[config.mk]
export PLATFORM = sky130hd
export DESIGN_NAME = mdu_divider
export DESIGN_NICKNAME = d
export VERILOG_FILES = /design/src/rtl/mdu_pkg.sv /design/src/rtl/div_step.sv /design/src/rtl/mdu_divider.sv
export SDC_FILE = /design/constraint.sdc
export NUM_CORES = 1
export LEC_CHECK = 0
export ABC_AREA = 0
export CAP_MARGIN = 20
export CORE_UTILIZATION = 50
export CTS_BUF_LIST = sky130_fd_sc_hd__clkbuf_8
export CTS_CLUSTER_DIAMETER = 60
export DETAILED_ROUTE_END_ITERATION = 10
export GPL_TIMING_DRIVEN = 0
export PLACE_DENSITY = 0.82
export SYNTH_ARGS = -nofsm -noshare
export SYNTH_HDL_FRONTEND = slang
export SYNTH_HIERARCHICAL = 1
export SYNTH_SLANG_ARGS = --single-unit
[constraint.sdc]
create_clock -name clk -period 5.37 [get_ports clk]
set_input_delay 0.8055 -clock clk [delete_from_list [all_inputs] [get_ports clk]]
set_output_delay 0.8055 -clock clk [all_outputs]
set_load 0.005 [all_outputs]
[src/rtl/mdu_pkg.sv]
// ----------------------------------------------------------------------------
// mdu_pkg
// Shared definitions for the M-extension divide unit: default operand width,
// the decoder's mul_con codes for the divide group, and the divider FSM
// state type.
// ----------------------------------------------------------------------------
package mdu_pkg;

    localparam int DEFAULT_XLEN = 32;

    // mul_con codes produced by the main decoder for the divide group.
    // Bit 3 marks a divide op, bit 1 selects remainder, bit 0 selects unsigned.
    localparam logic [3:0] MDU_DIV  = 4'b1000;
    localparam logic [3:0] MDU_DIVU = 4'b1001;
    localparam logic [3:0] MDU_REM  = 4'b1010;
    localparam logic [3:0] MDU_REMU = 4'b1011;

    typedef enum logic [1:0] {
        S_IDLE = 2'd0,
        S_CALC = 2'd1,
        S_FIX  = 2'd2,
        S_DONE = 2'd3
    } div_state_t;

endpackage

[src/rtl/div_step.sv]
// ----------------------------------------------------------------------------
// div_step
// One combinational radix-2 restoring division iteration. The partial
// remainder and quotient are shifted left together as {rem, quo}; the bit
// shifted out of quo enters rem. If the shifted remainder is at least the
// divisor it is reduced and a 1 enters the quotient LSB.
//
// Ports:
//   i_rem  in  XLEN  current partial remainder
//   i_quo  in  XLEN  current partial quotient (low bits still hold dividend)
//   i_div  in  XLEN  divisor (magnitude)
//   o_rem  out XLEN  next partial remainder
//   o_quo  out XLEN  next partial quotient
// ----------------------------------------------------------------------------
module div_step
    import mdu_pkg::*;
#(
    parameter int XLEN = DEFAULT_XLEN
) (
    input  logic [XLEN-1:0] i_rem,
    input  logic [XLEN-1:0] i_quo,
    input  logic [XLEN-1:0] i_div,
    output logic [XLEN-1:0] o_rem,
    output logic [XLEN-1:0] o_quo
);

    logic [XLEN:0] w_shift;
    logic [XLEN:0] w_trial;

    // The shifted remainder can exceed XLEN bits, so the trial subtraction is
    // done at XLEN+1 bits; its MSB is the borrow (trial negative).
    assign w_shift = {i_rem, i_quo[XLEN-1]};
    assign w_trial = w_shift - {1'b0, i_div};

    always_comb begin
        // NOTE: outputs get a default before any condition so no path leaves
        // them unassigned, which would otherwise infer a latch.
        o_rem = w_shift[XLEN-1:0];
        o_quo = {i_quo[XLEN-2:0], 1'b0};
        if (!w_trial[XLEN]) begin
            o_rem    = w_trial[XLEN-1:0];
            o_quo[0] = 1'b1;
        end
    end

endmodule

[src/rtl/mdu_divider.sv]
// ----------------------------------------------------------------------------
// mdu_divider
// Multi-cycle DIV/DIVU/REM/REMU unit for the execute stage. Signed operands
// are converted to magnitudes on accept, XLEN restoring steps run one per
// cycle, and a FIX cycle re-applies signs and selects quotient or remainder.
// Divide-by-zero and signed overflow bypass the iteration entirely.
//
// Ports:
//   clk      in  1     rising-edge clock
//   rst      in  1     asynchronous active-high reset
//   start    in  1     alu_mul_sel qualified by a valid EX instruction
//   mul_con  in  4     op code (MDU_DIV/DIVU/REM/REMU)
//   op_a     in  XLEN  dividend (rs1)
//   op_b     in  XLEN  divisor (rs2)
//   flush    in  1     abort any in-flight op
//   stall    out 1     hold PC and IF/ID/EX registers
//   done     out 1     one-cycle pulse, result valid
//   result   out XLEN  quotient or remainder, held until the next done
// ----------------------------------------------------------------------------
module mdu_divider
    import mdu_pkg::*;
#(
    parameter int XLEN = DEFAULT_XLEN
) (
    input  logic            clk,
    input  logic            rst,
    input  logic            start,
    input  logic [3:0]      mul_con,
    input  logic [XLEN-1:0] op_a,
    input  logic [XLEN-1:0] op_b,
    input  logic            flush,
    output logic            stall,
    output logic            done,
    output logic [XLEN-1:0] result
);

    localparam int               CNT_W   = $clog2(XLEN);
    localparam logic [CNT_W-1:0] LAST    = CNT_W'(XLEN - 1);
    localparam logic [XLEN-1:0]  MIN_NEG = {1'b1, {(XLEN-1){1'b0}}};

    div_state_t       r_state;
    div_state_t       w_next;
    logic [CNT_W-1:0] r_count;
    logic [XLEN-1:0]  r_rem;
    logic [XLEN-1:0]  r_quo;
    logic [XLEN-1:0]  r_div;
    logic [XLEN-1:0]  r_result;
    logic             r_neg_q;
    logic             r_neg_r;
    logic             r_sel_rem;
    logic             r_done;

    logic             w_accept;
    logic             w_signed;
    logic             w_b_zero;
    logic             w_ovf;
    logic [XLEN-1:0]  w_abs_a;
    logic [XLEN-1:0]  w_abs_b;
    logic [XLEN-1:0]  w_special_res;
    logic [XLEN-1:0]  w_rem_nxt;
    logic [XLEN-1:0]  w_quo_nxt;
    logic [XLEN-1:0]  w_quo_fix;
    logic [XLEN-1:0]  w_rem_fix;
    logic             w_unused_ok;

    // Bit 2 of mul_con distinguishes nothing within the divide group.
    assign w_unused_ok = mul_con[2];

    // flush wins over start, so a redirected instruction is never accepted.
    assign w_accept = (r_state == S_IDLE) && start && mul_con[3] && !flush;
    assign w_signed = !mul_con[0];
    assign w_b_zero = (op_b == '0);
    assign w_ovf    = w_signed && (op_a == MIN_NEG) && (op_b == '1);

    assign w_abs_a  = (w_signed && op_a[XLEN-1]) ? -op_a : op_a;
    assign w_abs_b  = (w_signed && op_b[XLEN-1]) ? -op_b : op_b;

    // Divide-by-zero returns the raw dividend as remainder regardless of
    // signedness; overflow returns MIN_NEG / 0.
    assign w_special_res = mul_con[1] ? (w_b_zero ? op_a : '0)
                                      : (w_b_zero ? '1   : MIN_NEG);

    assign w_quo_fix = r_neg_q ? -r_quo : r_quo;
    assign w_rem_fix = r_neg_r ? -r_rem : r_rem;

    div_step #(.XLEN(XLEN)) u_step (
        .i_rem (r_rem),
        .i_quo (r_quo),
        .i_div (r_div),
        .o_rem (w_rem_nxt),
        .o_quo (w_quo_nxt)
    );

    always_comb begin
        w_next = r_state;
        case (r_state)
            S_IDLE:  if (w_accept) w_next = (w_b_zero || w_ovf) ? S_DONE : S_CALC;
            S_CALC:  if (r_count == LAST) w_next = S_FIX;
            S_FIX:   w_next = S_DONE;
            S_DONE:  w_next = S_IDLE;
            default: w_next = S_IDLE;
        endcase
        if (flush) w_next = S_IDLE;
    end

    always_ff @(posedge clk or posedge rst) begin
        // NOTE: every register, datapath included, is cleared on reset so the
        // outputs and any later debug read are deterministic from power-up.
        if (rst) begin
            r_state   <= S_IDLE;
            r_count   <= '0;
            r_rem     <= '0;
            r_quo     <= '0;
            r_div     <= '0;
            r_result  <= '0;
            r_neg_q   <= 1'b0;
            r_neg_r   <= 1'b0;
            r_sel_rem <= 1'b0;
            r_done    <= 1'b0;
        end else begin
            // NOTE: non-blocking assignments so every register samples the
            // pre-edge values, independent of statement order.
            r_state <= w_next;
            r_done  <= 1'b0;
            if (flush) r_count <= '0;
            case (r_state)
                S_IDLE: begin
                    if (w_accept) begin
                        r_count   <= '0;
                        r_rem     <= '0;
                        r_quo     <= w_abs_a;
                        r_div     <= w_abs_b;
                        r_sel_rem <= mul_con[1];
                        r_neg_q   <= w_signed && (op_a[XLEN-1] ^ op_b[XLEN-1]);
                        r_neg_r   <= w_signed && op_a[XLEN-1];
                        if (w_b_zero || w_ovf) begin
                            r_result <= w_special_res;
                            r_done   <= 1'b1;
                        end
                    end
                end
                S_CALC: begin
                    if (!flush) begin
                        r_rem   <= w_rem_nxt;
                        r_quo   <= w_quo_nxt;
                        r_count <= r_count + CNT_W'(1);
                    end
                end
                S_FIX: begin
                    if (!flush) begin
                        r_result <= r_sel_rem ? w_rem_fix : w_quo_fix;
                        r_done   <= 1'b1;
                    end
                end
                default: ;
            endcase
        end
    end

    // Low in DONE so the EX instruction retires on the done cycle; forced low
    // while reset is held.
    assign stall  = !rst && (w_accept || (r_state == S_CALC) || (r_state == S_FIX));
    assign done   = r_done;
    assign result = r_result;

endmodule

## Word level (Yosys, flattened, before mapping)

Cells that the tools add are included.

| cells by class | value |
|---|---|
| add/subtract/negate cells | 6 |
| equal/unequal tests | 12 |
| multiplexer cells | 33 |
| bitwise gates (word level) | 1 |
| reduce and logical (&&, ||, !) cells | 23 |

Operators with widths:

| operator | count |
|---|---|
| $mux 32 | 15 |
| $pmux 32 s2 | 3 |
| $neg 32->32 | 4 |
| $eq 32x32->1 const B | 2 |
| $sub 33x32->33 | 1 |
| $logic_not 32->1 | 1 |
| $mux 31 | 1 |
| $mux 5 | 3 |
| $pmux 5 s2 | 1 |
| $logic_and 1x1->1 | 9 |
| $mux 2 | 4 |
| $pmux 2 s4 | 1 |
| $ne 2x2->1 const B | 3 |
| $ne 3x3->1 const B | 2 |
| $add 5x1->5 const B | 1 |
| $eq 5x5->1 const B | 1 |
| $eq 2x2->1 const B | 2 |
| $mux 1 | 4 |
| $reduce_and 2->1 | 2 |
| $reduce_and 4->1 | 1 |
| $reduce_bool 2->1 | 2 |
| $logic_not 1->1 | 3 |
| $logic_or 1x1->1 | 3 |
| $reduce_and 3->1 | 1 |
| 5 further kinds | 5 |

| storage, ports and cells | value |
|---|---|
| register bits after elaboration | 139 |
| input bits | 72 |
| output and inout bits | 34 |
| logic and storage cells | 85 |

## Longest topological paths before layout

Gate-level depths: netlist of run 1.

| logic depth | value |
|---|---|
| depth after elaboration | 8 |
| gate-level depth with buffers | 16 |
| gate-level depth less buffers | 15 |

## Cells and area by module

Netlist of run 1, hierarchy kept.

Modules (own cells, without submodules):

| module | instances | cells an instance | area each (µm²) | sequential area each (µm²) |
|---|---|---|---|---|
| mdu_divider | 1 | 1110 | 8987.4 | 3478.3 |
| div_step | 1 | 342 | 2488.6 | 0.0 |

## Worst setup path before layout of run 1

OpenSTA, ideal clock, no wires.

| timing path | value |
|---|---|
| kind | input -> register |
| from | input op_a[14] |
| to | register r_result[27] (netlist: result[27]) |
| setup time | 0.104 ns |
| arrival | 3.522 ns |
| required time | 5.266 ns |
| setup slack | 1.745 ns |
| cell stages on the path | 10 |
| buffers on the path | 3 |
| cells stage by stage | or4_4 or4_1 buf_2 or4_1 clkbuf_2 o41ai_2 a21oi_1 or2_0 buf_2 o41ai_2 |

| on the way | value |
|---|---|
| cells in the longest elaborated chain, start to end | 6 |

RTL lines:

| what | RTL line | RTL |
|---|---|---|
| from (decl) | mdu_divider.sv:29 | `input logic [XLEN-1:0] op_a,` |
| $eq 32x32->1 | mdu_divider.sv:73 | `assign w_ovf = w_signed && (op_a == MIN_NEG) && (op_b == '1);` |
| $logic_and 1x1->1 (2 in series) | mdu_divider.sv:73 |  |
| $logic_or 1x1->1 | mdu_divider.sv:136 | `if (w_b_zero \|\| w_ovf) begin` |
| $ne 2x1->1 (no source line) | n/a |  |
| $reduce_and 4->1 (no source line) | n/a |  |
| to (signal assigned) | mdu_divider.sv:137 | `r_result <= w_special_res;` |
| to (signal assigned) | mdu_divider.sv:151 | `r_result <= r_sel_rem ? w_rem_fix : w_quo_fix;` |
| to (decl) | mdu_divider.sv:47 | `logic [XLEN-1:0] r_result;` |

Every way passes these cells.
A chain may end at the register's enable or synchronous reset.

## Worst setup path in the final report of run 1

| timing path | value |
|---|---|
| from | input op_a[4] |
| to | register r_result[31] (netlist: result[31]) |

Same word-level chain as after synthesis.

==> impl_metrics.env, run 1 <==
export IMPL_first_iter_violations=1078
export IMPL_critPathBufInv=3
export IMPL_area_delta_synth_final_pct=16.2
export IMPL_fin_crit_sh_pct=82.8
export IMPL_antenna_cells=0
export IMPL_crit_fanout=10
export IMPL_cts_sinks=139
export IMPL_synth_cell_type_count=78
export IMPL_drc=0
export IMPL_via_count=11600
export IMPL_final_nets=1692
export IMPL_synth_mux_area_share_pct=3.66
export IMPL_first_pass_iters=5
export IMPL_slowest_stage="nor4_1"
export IMPL_whs_ns=0.485
export IMPL_netlist_area_leader_share_pct=30.3
export IMPL_post_cts_buffers=0
export IMPL_die_area_um2=23600
export IMPL_grt_first_pass_wirelength_um=57600
export IMPL_hold_viol_final=0
export IMPL_status="complete, no violations"
export IMPL_ys_flop_type="dfrtp_1"
export IMPL_grt_overflow=0
export IMPL_antenna_found_initial=0
export IMPL_grt_pass1_vias=11100
export IMPL_pwr_share_comb_pct=62.4
export IMPL_power_density_nw_per_um2=565
export IMPL_timing_slew_headroom_pct=42.9
export IMPL_cpLargestDelayFamily="simple AND/OR/NAND/NOR gates"
export IMPL_hold_path_class="flop to flop"
export IMPL_synth_area_top_cells="dfrtp_1 30%, nand2_1 7.2%, o21ai_0 6.8%"
export IMPL_worstPathArrival_ns=4.82
export IMPL_max_cap_viol_count=0
export IMPL_seqPwrFrac_pct=25.1
export IMPL_start_util_pct=50.8
export IMPL_finalSetupViolations=0
export IMPL_fin_area_um2=13300
export IMPL_ys_seq_area_share_pct=30.3
export IMPL_clockBufferDepth=2
export IMPL_yosys_area_share_simple_pct=20.8
export IMPL_timing_rr_end="r_rem[2]$_DFFE_PP0P_"
export IMPL_io_buffers=104
export IMPL_synth_top_family_by_area="compound AO/OA/AOI/OAI gates"
export IMPL_place_area_um2=12900
export IMPL_syn_nets=1568
export IMPL_ant_nets=0
export IMPL_finClkSkew_ns=0.0209
export IMPL_path_depth=9
export IMPL_finalWirelength_um=35600
export IMPL_ys_seq_elements=139
export IMPL_finalPower_uw=7530
export IMPL_vias_per_cell=6.19
export IMPL_ctsHoldBuffers=0
export IMPL_yosys_top_cells_count="220 x nand2_1, 156 x o21ai_0, 139 x dfrtp_1"
export IMPL_final_util_pct=59.1
export IMPL_cts_tree="yes"
export IMPL_reg2reg_setup_slack_ns=1.22
export IMPL_tns_ns=0
export IMPL_internal_power_uw=3980
export IMPL_cts_buffers=17
export IMPL_drive_gt1_share_pct=6.92
export IMPL_grt_max_degree=100
export IMPL_synth_compound_area_share_pct=22.8
export IMPL_r2r_start="r_quo[31]$_DFFE_PP0P_"
export IMPL_synth_top_area_cell="dfrtp_1"
export IMPL_die_x_um=154
export IMPL_path_clk_slew_ns=0.09
export IMPL_synth_xor_area_share_pct=10.8
export IMPL_worstRegToRegCells=15
export IMPL_yosys_warnings=6
export IMPL_cts_resized=0
export IMPL_rsz0062_at_grt="no"
export IMPL_swShare_pct=47.2
export IMPL_htree_levels=4
export IMPL_cts_root_buffer_cell="clkbuf_8"
export IMPL_syn_area_um2=11500
export IMPL_cp_end_kind="flop"
export IMPL_leakagePower_uw=0.00563
export IMPL_die_h_um=154
export IMPL_ioPinCount=106
export IMPL_crit_type="primary input to flop"
export IMPL_cpPeakStageDelay_ns=0.72
export IMPL_synth_async_sr_flop_share_pct=100
export IMPL_tightest_slew_ns=0.849
export IMPL_slew_viol_final=0
export IMPL_critPathLaunchType="primary input"
export IMPL_synth_most_common_cell="nand2_1"
export IMPL_ir_drop_mv=0.328
export IMPL_fp_row_count=55
export IMPL_clkPwrFrac_pct=12.5
export IMPL_yosys_area_share_adder_pct=4.86
export IMPL_timing_fmax_mhz=225
export IMPL_core_area_um2=22600
export IMPL_fin_crit_ns=4.45
export IMPL_p_sw_uw=3550
export IMPL_wl_per_cell_um=19.0
export IMPL_critPathLaunch="op_a[4]"
export IMPL_place_detailed_hpwl_um=27500
export IMPL_synth_edff_count=0
export IMPL_synth_cells=1452
export IMPL_gp_congestion=0.987
export IMPL_grt_usage_pct=30.9
export IMPL_insertion_delay_ns=0.49
export IMPL_endpoint="result[31]$_DFFE_PP0P_"
export IMPL_critPathRequiredTime_ns=5.75
export IMPL_crit_chain="clkdlybuf4s50_1, nor4_1, nand4_1, or4_1, clkbuf_2, nor3_1, o21bai_1, clkbuf_1, o41ai_1"
export IMPL_syn_area_per_cell_um2=7.90
==> power by group through the flow <==
stage                     clock network, uW  registers, uW  logic (uW)
after global routing                    999           1930        5120
after detailed placement                  0           1880        4580
final                                   944           1890        4690
after CTS                               945           1870        4600
after global placement                    0           1860        4470
after floorplan                           0           1700        3610
==> worst min path at each step <==
stage,endpoint,cells after the start,startpoint
6_report,r_div[24]$_DFFE_PP0P_,2,r_div[24]$_DFFE_PP0P_
5_1_grt,r_div[24]$_DFFE_PP0P_,2,r_div[24]$_DFFE_PP0P_
4_1_cts,r_div[24]$_DFFE_PP0P_,2,r_div[24]$_DFFE_PP0P_
3_5_place_dp,r_div[24]$_DFFE_PP0P_,2,r_div[24]$_DFFE_PP0P_
3_3_place_gp,r_count[3]$_DFF_PP0_,1,r_count[3]$_DFF_PP0_
2_1_floorplan,r_count[3]$_DFF_PP0_,1,r_count[3]$_DFF_PP0_
==> metrics by stage <==
stage          std cells  setup WS (ns)
2_1_floorplan       1452          0.840
3_3_place_gp        1841          -1.11
3_5_place_dp        1842          0.534
4_1_cts             1874           1.05
5_1_grt             1874          0.728
6_report            1874          0.923
==> cells by family after synthesis <==
kind of cell	after synthesis
flops	139
mux	32
fa+ha+maj	44
xor+xnor	142
buf+inv	169
compound gates	421
simple gates	505
==> registers in the layout (all words and copies together) (netlist names) <==
signal and cells:
r_div 32, done 1, r_neg_r 1, r_count 5, r_rem 32, result 32, r_neg_q 1, r_state 2
r_sel_rem 1, r_quo 32
==> cell type report <==
| class | count | area (um2) |
|---|---|---|
| flip-flops and latches | 139 | 3480 |
| inverters | 55 | 211 |
| multi-input cells | 1144 | 7230 |
| well taps | 285 | 357 |
| clock inverters | 13 | 165 |
| plain buffers | 114 | 566 |
| repair buffers | 105 | 1070 |
| clock buffers | 19 | 262 |
| fillers | 2057 | 9240 |
==> layer usage <==
layer | global-route usage [%] | wire (um) | up-vias
met3 | 6.99 | 3050 | 117
met1 | 40.5 | 15000 | 5530
li1 | - | - | 5392
met4 | 16.3 | 1810 | 0
met2 | 47.6 | 15700 | 560
met5 | 0 | 0 | -
==> cells in the final DEF (no fill, tap or decap), types with 21 or more instances in the layout <==
master | synthesis | final
nand3_1 | 24 | 24
dfrtp_1 | 139 | 139
inv_1 | 52 | 52
nand4_1 | 23 | 23
xor2_1 | 73 | 73
nand2_1 | 220 | 220
a21o_1 | 21 | 21
ha_1 | 43 | 43
nor3_1 | 24 | 24
xnor2_1 | 69 | 69
clkbuf_1 | 73 | 73
o31ai_1 | 30 | 30
nor2_1 | 91 | 91
clkdlybuf4s50_1 | 0 | 104
a21oi_1 | 85 | 85
buf_4 | 31 | 31
o21ai_0 | 156 | 156
==> tightest hold or removal path: stages (launching register included) <==
cell	delay [ns]
dfrtp_1	0.35
nand2_1	0.05
o21ai_0	0.06
Note: power is estimated with default switching activity, not from simulation.
==> run 2: changes to the inputs <==
--- a/config.mk
+++ b/config.mk
@@ -12,7 +12,7 @@
 export CTS_CLUSTER_DIAMETER = 60
 export DETAILED_ROUTE_END_ITERATION = 10
 export GPL_TIMING_DRIVEN = 0
-export PLACE_DENSITY = 0.82
+export PLACE_DENSITY = 0.85
 export SYNTH_ARGS = -nofsm -noshare
 export SYNTH_HDL_FRONTEND = slang
 export SYNTH_HIERARCHICAL = 1
==> constraint.sdc (replaced) <==
create_clock -name clk -period 3.9 [get_ports clk]
set_input_delay 0.585 -clock clk [delete_from_list [all_inputs] [get_ports clk]]
set_output_delay 0.585 -clock clk [all_outputs]
set_load 0.005 [all_outputs]
==> impl_metrics.env, run 2 (synthesis gave the netlist of run 1 again) <==
export IMPL_clockBufferDepth=2
export IMPL_grt_max_degree=43
export IMPL_cpPeakStageDelay_ns=0.54
export IMPL_first_pass_iters=8
export IMPL_grt_first_pass_wirelength_um=57600
export IMPL_critPathLaunchType="primary input"
export IMPL_place_detailed_hpwl_um=27800
export IMPL_die_h_um=154
export IMPL_gp_congestion=0.970
export IMPL_htree_levels=4
export IMPL_antenna_found_initial=0
export IMPL_cp_end_kind="flop"
export IMPL_finalWirelength_um=35700
export IMPL_hold_path_class="flop to flop"
export IMPL_via_count=11600
export IMPL_core_area_um2=22600
export IMPL_start_util_pct=50.8
export IMPL_critPathRequiredTime_ns=4.25
export IMPL_internal_power_uw=5340
export IMPL_timing_slew_headroom_pct=32.2
export IMPL_area_delta_synth_final_pct=16.4
export IMPL_vias_per_cell=6.16
export IMPL_first_iter_violations=1203
export IMPL_wl_per_cell_um=19.0
export IMPL_ctsHoldBuffers=0
export IMPL_tightest_slew_ns=1.01
export IMPL_path_clk_slew_ns=0.09
export IMPL_p_sw_uw=4870
export IMPL_cts_root_buffer_cell="clkbuf_8"
export IMPL_cts_sinks=139
export IMPL_antenna_cells=0
export IMPL_dp_cells=1844
export IMPL_worstPathArrival_ns=4.14
export IMPL_die_area_um2=23600
export IMPL_fin_cells=1879
export IMPL_hold_viol_final=0
export IMPL_status="complete, no violations"
export IMPL_io_buffers=104
export IMPL_seqPwrFrac_pct=25.6
export IMPL_grt_usage_pct=30.6
export IMPL_crit_chain="clkdlybuf4s50_1, or4_4, or4_1, buf_2, or4_1, buf_2, nor3_1, o21bai_1, clkbuf_1, nand2_1, o41ai_2"
export IMPL_swShare_pct=47.7
export IMPL_slew_viol_final=0
export IMPL_rsz0062_at_grt="no"
export IMPL_crit_type="primary input to flop"
export IMPL_fin_area_um2=13400
export IMPL_ioPinCount=106
export IMPL_drive_gt1_share_pct=7.59
export IMPL_max_cap_viol_count=0
export IMPL_ir_drop_mv=0.380
export IMPL_ant_nets=0
export IMPL_final_cell_mix="220 x nand2_1, 156 x o21ai_0, 138 x dfrtp_1"
export IMPL_grt_pass1_vias=11100
export IMPL_grt_overflow=0
export IMPL_crit_fanout=10
export IMPL_cts_tree="yes"
export IMPL_finalSetupViolations=0
export IMPL_fp_row_count=55
export IMPL_insertion_delay_ns=0.47
export IMPL_nFillCells=2053
export IMPL_final_util_pct=59.2
export IMPL_drc=0
export IMPL_place_area_um2=12900
export IMPL_cts_buffers=17
export IMPL_finClkSkew_ns=0.0211
export IMPL_timing_fmax_mhz=264
export IMPL_power_density_nw_per_um2=764
export IMPL_slowest_stage="clkdlybuf4s50_1"
export IMPL_fin_crit_ns=3.79
export IMPL_clkPwrFrac_pct=11.2
export IMPL_leakagePower_uw=0.00565
export IMPL_pwr_share_comb_pct=63.3
export IMPL_fin_crit_sh_pct=97.1
export IMPL_final_common_cell="nand2_1"
export IMPL_die_x_um=154
export IMPL_final_nets=1697
[run 2: changes by cell type in the layout (fill, tap and decap cells not counted), sizes merged]
cell	before	now
buf	41	48
clkinv	5	10
clkbuf	93	90
clkdlybuf4s50	104	101
dlymetal6s2s	0	3
inv	58	55
bufinv	3	1
clkinvlp	2	3
[run 2: cell type report]
class / count / area (um2) / share of cell area (%)
Multi-Input combinational cell: 1144 / 7240 / 54.2
Sequential cell: 139 / 3480 / 26.1
Timing Repair Buffer: 110 / 1130 / 8.47
Buffer: 114 / 568 / 4.25
Tap cell: 285 / 357 / 2.67
Clock buffer: 18 / 248 / 1.85
Inverter: 55 / 210 / 1.57
Clock inverter: 14 / 121 / 0.909
[run 2: path summary, 6_finish.rpt]
kind                                  startpoint  depth (start not counted)                      to  slack [ns]
setup / recovery                        op_a[13]                         11  result[27]$_DFFE_PP0P_        0.11
hold / removal             r_div[24]$_DFFE_PP0P_                          2   r_div[24]$_DFFE_PP0P_        0.48
setup reg to reg           r_rem[12]$_DFFE_PP0P_                         14   r_rem[17]$_DFFE_PP0P_        0.23
hold reg to reg            r_div[24]$_DFFE_PP0P_                          2   r_div[24]$_DFFE_PP0P_        0.48
max in group asynchronous                    rst                          4   result[4]$_DFFE_PP0P_        2.42
min in group asynchronous                    rst                          2  r_state[1]$_DFFE_PP0P_        0.56
[run 2: worst max-delay path: cells and delay by family]
family,cells,cell delay (ns)
buffers and inverters,4,1.35
AOI/OAI and AO/OA,2,0.38
and+or+nand+nor,5,1.81
[run 2: through the flow]
step | setup TNS (ns) | hold WS, ns | total power (uW) | worst slack, ns
6_report | 0 | 0.483 | 10200 | 0.114
3_3_place_gp | -14.55 | 0.464 | 8690 | -0.605
2_1_floorplan | 0 | 0.442 | 7310 | 0.495
5_1_grt | 0 | 0.504 | 10900 | 0.0173
4_1_cts | 0 | 0.486 | 10000 | 0.0187
3_5_place_dp | -16.81 | 0.472 | 8870 | -0.697
[run 2: metal layers]
| layer | track usage, % | routed length, um | vias to the layer above |
|---|---|---|---|
| met3 | 5.58 | 3110 | 113 |
| li1 | - | - | 5401 |
| met5 | 0 | 0 | - |
| met1 | 40.5 | 15200 | 5431 |
| met4 | 15.3 | 1510 | 0 |
| met2 | 48.1 | 15800 | 633 |
[run 2: power groups by stage]
stage	clock, uW	sequential [uW]	combinational [uW]
finish	1140	2610	6460
global route	1200	2660	7070
CTS	1150	2570	6300
detailed placement	0	2600	6270
global placement	0	2580	6120
floorplan	0	2340	4970
[run 2: what timing repair did]
action	4_1_cts	5_1_grt
gates resized for setup	2	10
buffers inserted	0	3
setup endpoints to repair	21	53
pin swaps	0	3
cloned	0	0
==> run 3: changes to the inputs <==
--- a/config.mk
+++ b/config.mk
@@ -13,6 +13,7 @@
 export DETAILED_ROUTE_END_ITERATION = 10
 export GPL_TIMING_DRIVEN = 0
 export PLACE_DENSITY = 0.85
+export SETUP_SLACK_MARGIN = 0.15
 export SYNTH_ARGS = -nofsm -noshare
 export SYNTH_HDL_FRONTEND = slang
 export SYNTH_HIERARCHICAL = 1
==> impl_metrics.env, run 3 (synthesis gave the netlist of run 1 again) <==
export IMPL_place_detailed_hpwl_um=27800
export IMPL_antenna_cells=0
export IMPL_start_util_pct=50.8
export IMPL_worstPathArrival_ns=4.02
export IMPL_critPathBufInv=4
export IMPL_ir_drop_mv=0.468
export IMPL_core_area_um2=22600
export IMPL_ctsHoldBuffers=0
export IMPL_timing_slew_headroom_pct=30.4
export IMPL_power_density_nw_per_um2=769
export IMPL_crit_chain="dlygate4sd2_1, or4_4, or4_1, buf_2, or4_1, clkbuf_4, o41ai_2, a21oi_1, or2_0, buf_2, o41ai_2"
export IMPL_area_delta_synth_final_pct=16.9
export IMPL_cts_root_buffer_cell="clkbuf_8"
export IMPL_whs_ns=0.484
export IMPL_status="complete, no violations"
export IMPL_finalSetupViolations=0
export IMPL_io_buffers=104
export IMPL_first_pass_iters=5
export IMPL_die_area_um2=23600
export IMPL_crit_type="primary input to flop"
export IMPL_first_iter_violations=1224
export IMPL_fin_area_um2=13400
export IMPL_max_cap_viol_count=0
export IMPL_die_x_um=154
export IMPL_grt_overflow=0
export IMPL_finClkSkew_ns=0.0212
export IMPL_wl_per_cell_um=19.1
export IMPL_drc=0
export IMPL_place_area_um2=12900
export IMPL_antenna_found_initial=0
export IMPL_final_nets=1697
export IMPL_tightest_slew_ns=1.03
export IMPL_grt_usage_pct=30.8
export IMPL_critPathRequiredTime_ns=4.27
export IMPL_fp_row_count=55
export IMPL_final_common_cell="nand2_1"
export IMPL_cp_end_kind="flop"
export IMPL_tns_ns=0
export IMPL_grt_max_degree=43
export IMPL_crit_fanout=7
export IMPL_die_h_um=154
export IMPL_leakagePower_uw=0.00566
export IMPL_ant_nets=0
export IMPL_slew_viol_final=0
export IMPL_via_count=11700
export IMPL_cpLargestDelayFamily="simple AND/OR/NAND/NOR gates"
export IMPL_vias_per_cell=6.22
export IMPL_final_cell_mix="220 x nand2_1, 156 x o21ai_0, 137 x dfrtp_1"
export IMPL_finalWirelength_um=36000
export IMPL_timing_fmax_mhz=274
export IMPL_path_clk_slew_ns=0.09
export IMPL_reg2reg_setup_slack_ns=0.34
export IMPL_gp_congestion=0.970
export IMPL_critPathLaunchType="primary input"
export IMPL_fin_crit_ns=3.65
export IMPL_grt_pass1_vias=11100
export IMPL_drive_gt1_share_pct=7.97
export IMPL_fin_crit_sh_pct=93.6
export IMPL_hold_viol_final=0
export IMPL_insertion_delay_ns=0.47
export IMPL_hold_path_class="flop to flop"
export IMPL_clockBufferDepth=2
export IMPL_rsz0062_at_grt="no"
export IMPL_finalPower_uw=10300
export IMPL_slowest_stage="or4_4"
export IMPL_htree_levels=4
export IMPL_grt_first_pass_wirelength_um=57900
export IMPL_cts_tree="yes"
export IMPL_ioPinCount=106
export IMPL_cts_buffers=17
export IMPL_cpPeakStageDelay_ns=0.56
export IMPL_cts_sinks=139
run 3: changes by cell type in the layout (fill, tap and decap cells not counted), sizes merged:
cell,delta
clkdlybuf4s50,-2
clkbuf,+1
dlygate4sd2,+3
dlymetal6s2s,-1
buf,-1
run 3: worst paths after layout:
| path | startpoint | endpoint | cells past startpoint |
|---|---|---|---|
| setup reg to reg | r_quo[31]$_DFFE_PP0P_ | r_rem[5]$_DFFE_PP0P_ | 16 |
| hold / removal | r_div[22]$_DFFE_PP0P_ | r_div[22]$_DFFE_PP0P_ | 2 |
| setup / recovery | op_a[15] | result[27]$_DFFE_PP0P_ | 11 |
| min in group asynchronous | rst | r_state[1]$_DFFE_PP0P_ | 2 |
| hold reg to reg | r_div[22]$_DFFE_PP0P_ | r_div[22]$_DFFE_PP0P_ | 2 |
| max in group asynchronous | rst | result[4]$_DFFE_PP0P_ | 4 |
run 3: what timing repair did:
| action | CTS | global route |
|---|---|---|
| endpoints found under the setup margin | 61 | 47 |
| hold endpoints to repair | 0 | 0 |
| buffers inserted | 2 | 1 |
| resized for setup | 8 | 21 |
| pin swaps | 1 | 4 |
run 3: power by group:
group | switching, uW | internal (uW)
clock | 626 | 520
sequential | 733 | 1880
combinational | 3560 | 3000
run 3: stage by stage:
stage	util, %	cells	setup slack (ns)
floorplan	-	1452	0.495
global placement	57.1	1841	-0.605
finish	59.4	1879	0.250
detailed placement	57.3	1844	-0.697
global route	59.4	1879	0.137
CTS	59.1	1878	0.164
run 3: worst reg2reg max path, stage by stage, from the launching register on:
cell and delay [ns]:
dfrtp_2 0.43, inv_1 0.06, ha_1 0.22, fa_1 0.40, and2b_1 0.23, o2111ai_1 0.16
a21oi_2 0.24, o2111ai_2 0.19, a211oi_2 0.30, nor2_4 0.10, mux2i_2 0.21, and2_4 0.21
inv_4 0.07, buf_8 0.16, mux2_4 0.29, nand2_1 0.06, o21ai_0 0.09
run 3: area by class of cell:
class	count	area, um2
fill	2037	9160
timing repair buffer	110	1120
inverter	55	213
tap	285	357
multi-input combinational	1144	7280
clock inverter	14	121
clock buffer	18	248
buffer	114	584
sequential	139	3480
run 3: routing by layer:
metal | GRT usage, % | routed length (um) | vias to the layer above
li1 | - | - | 5402
met1 | 40.7 | 15000 | 5495
met2 | 48.3 | 16100 | 675
met3 | 5.69 | 3270 | 118
met4 | 15.4 | 1600 | 0
met5 | 0 | 0 | -
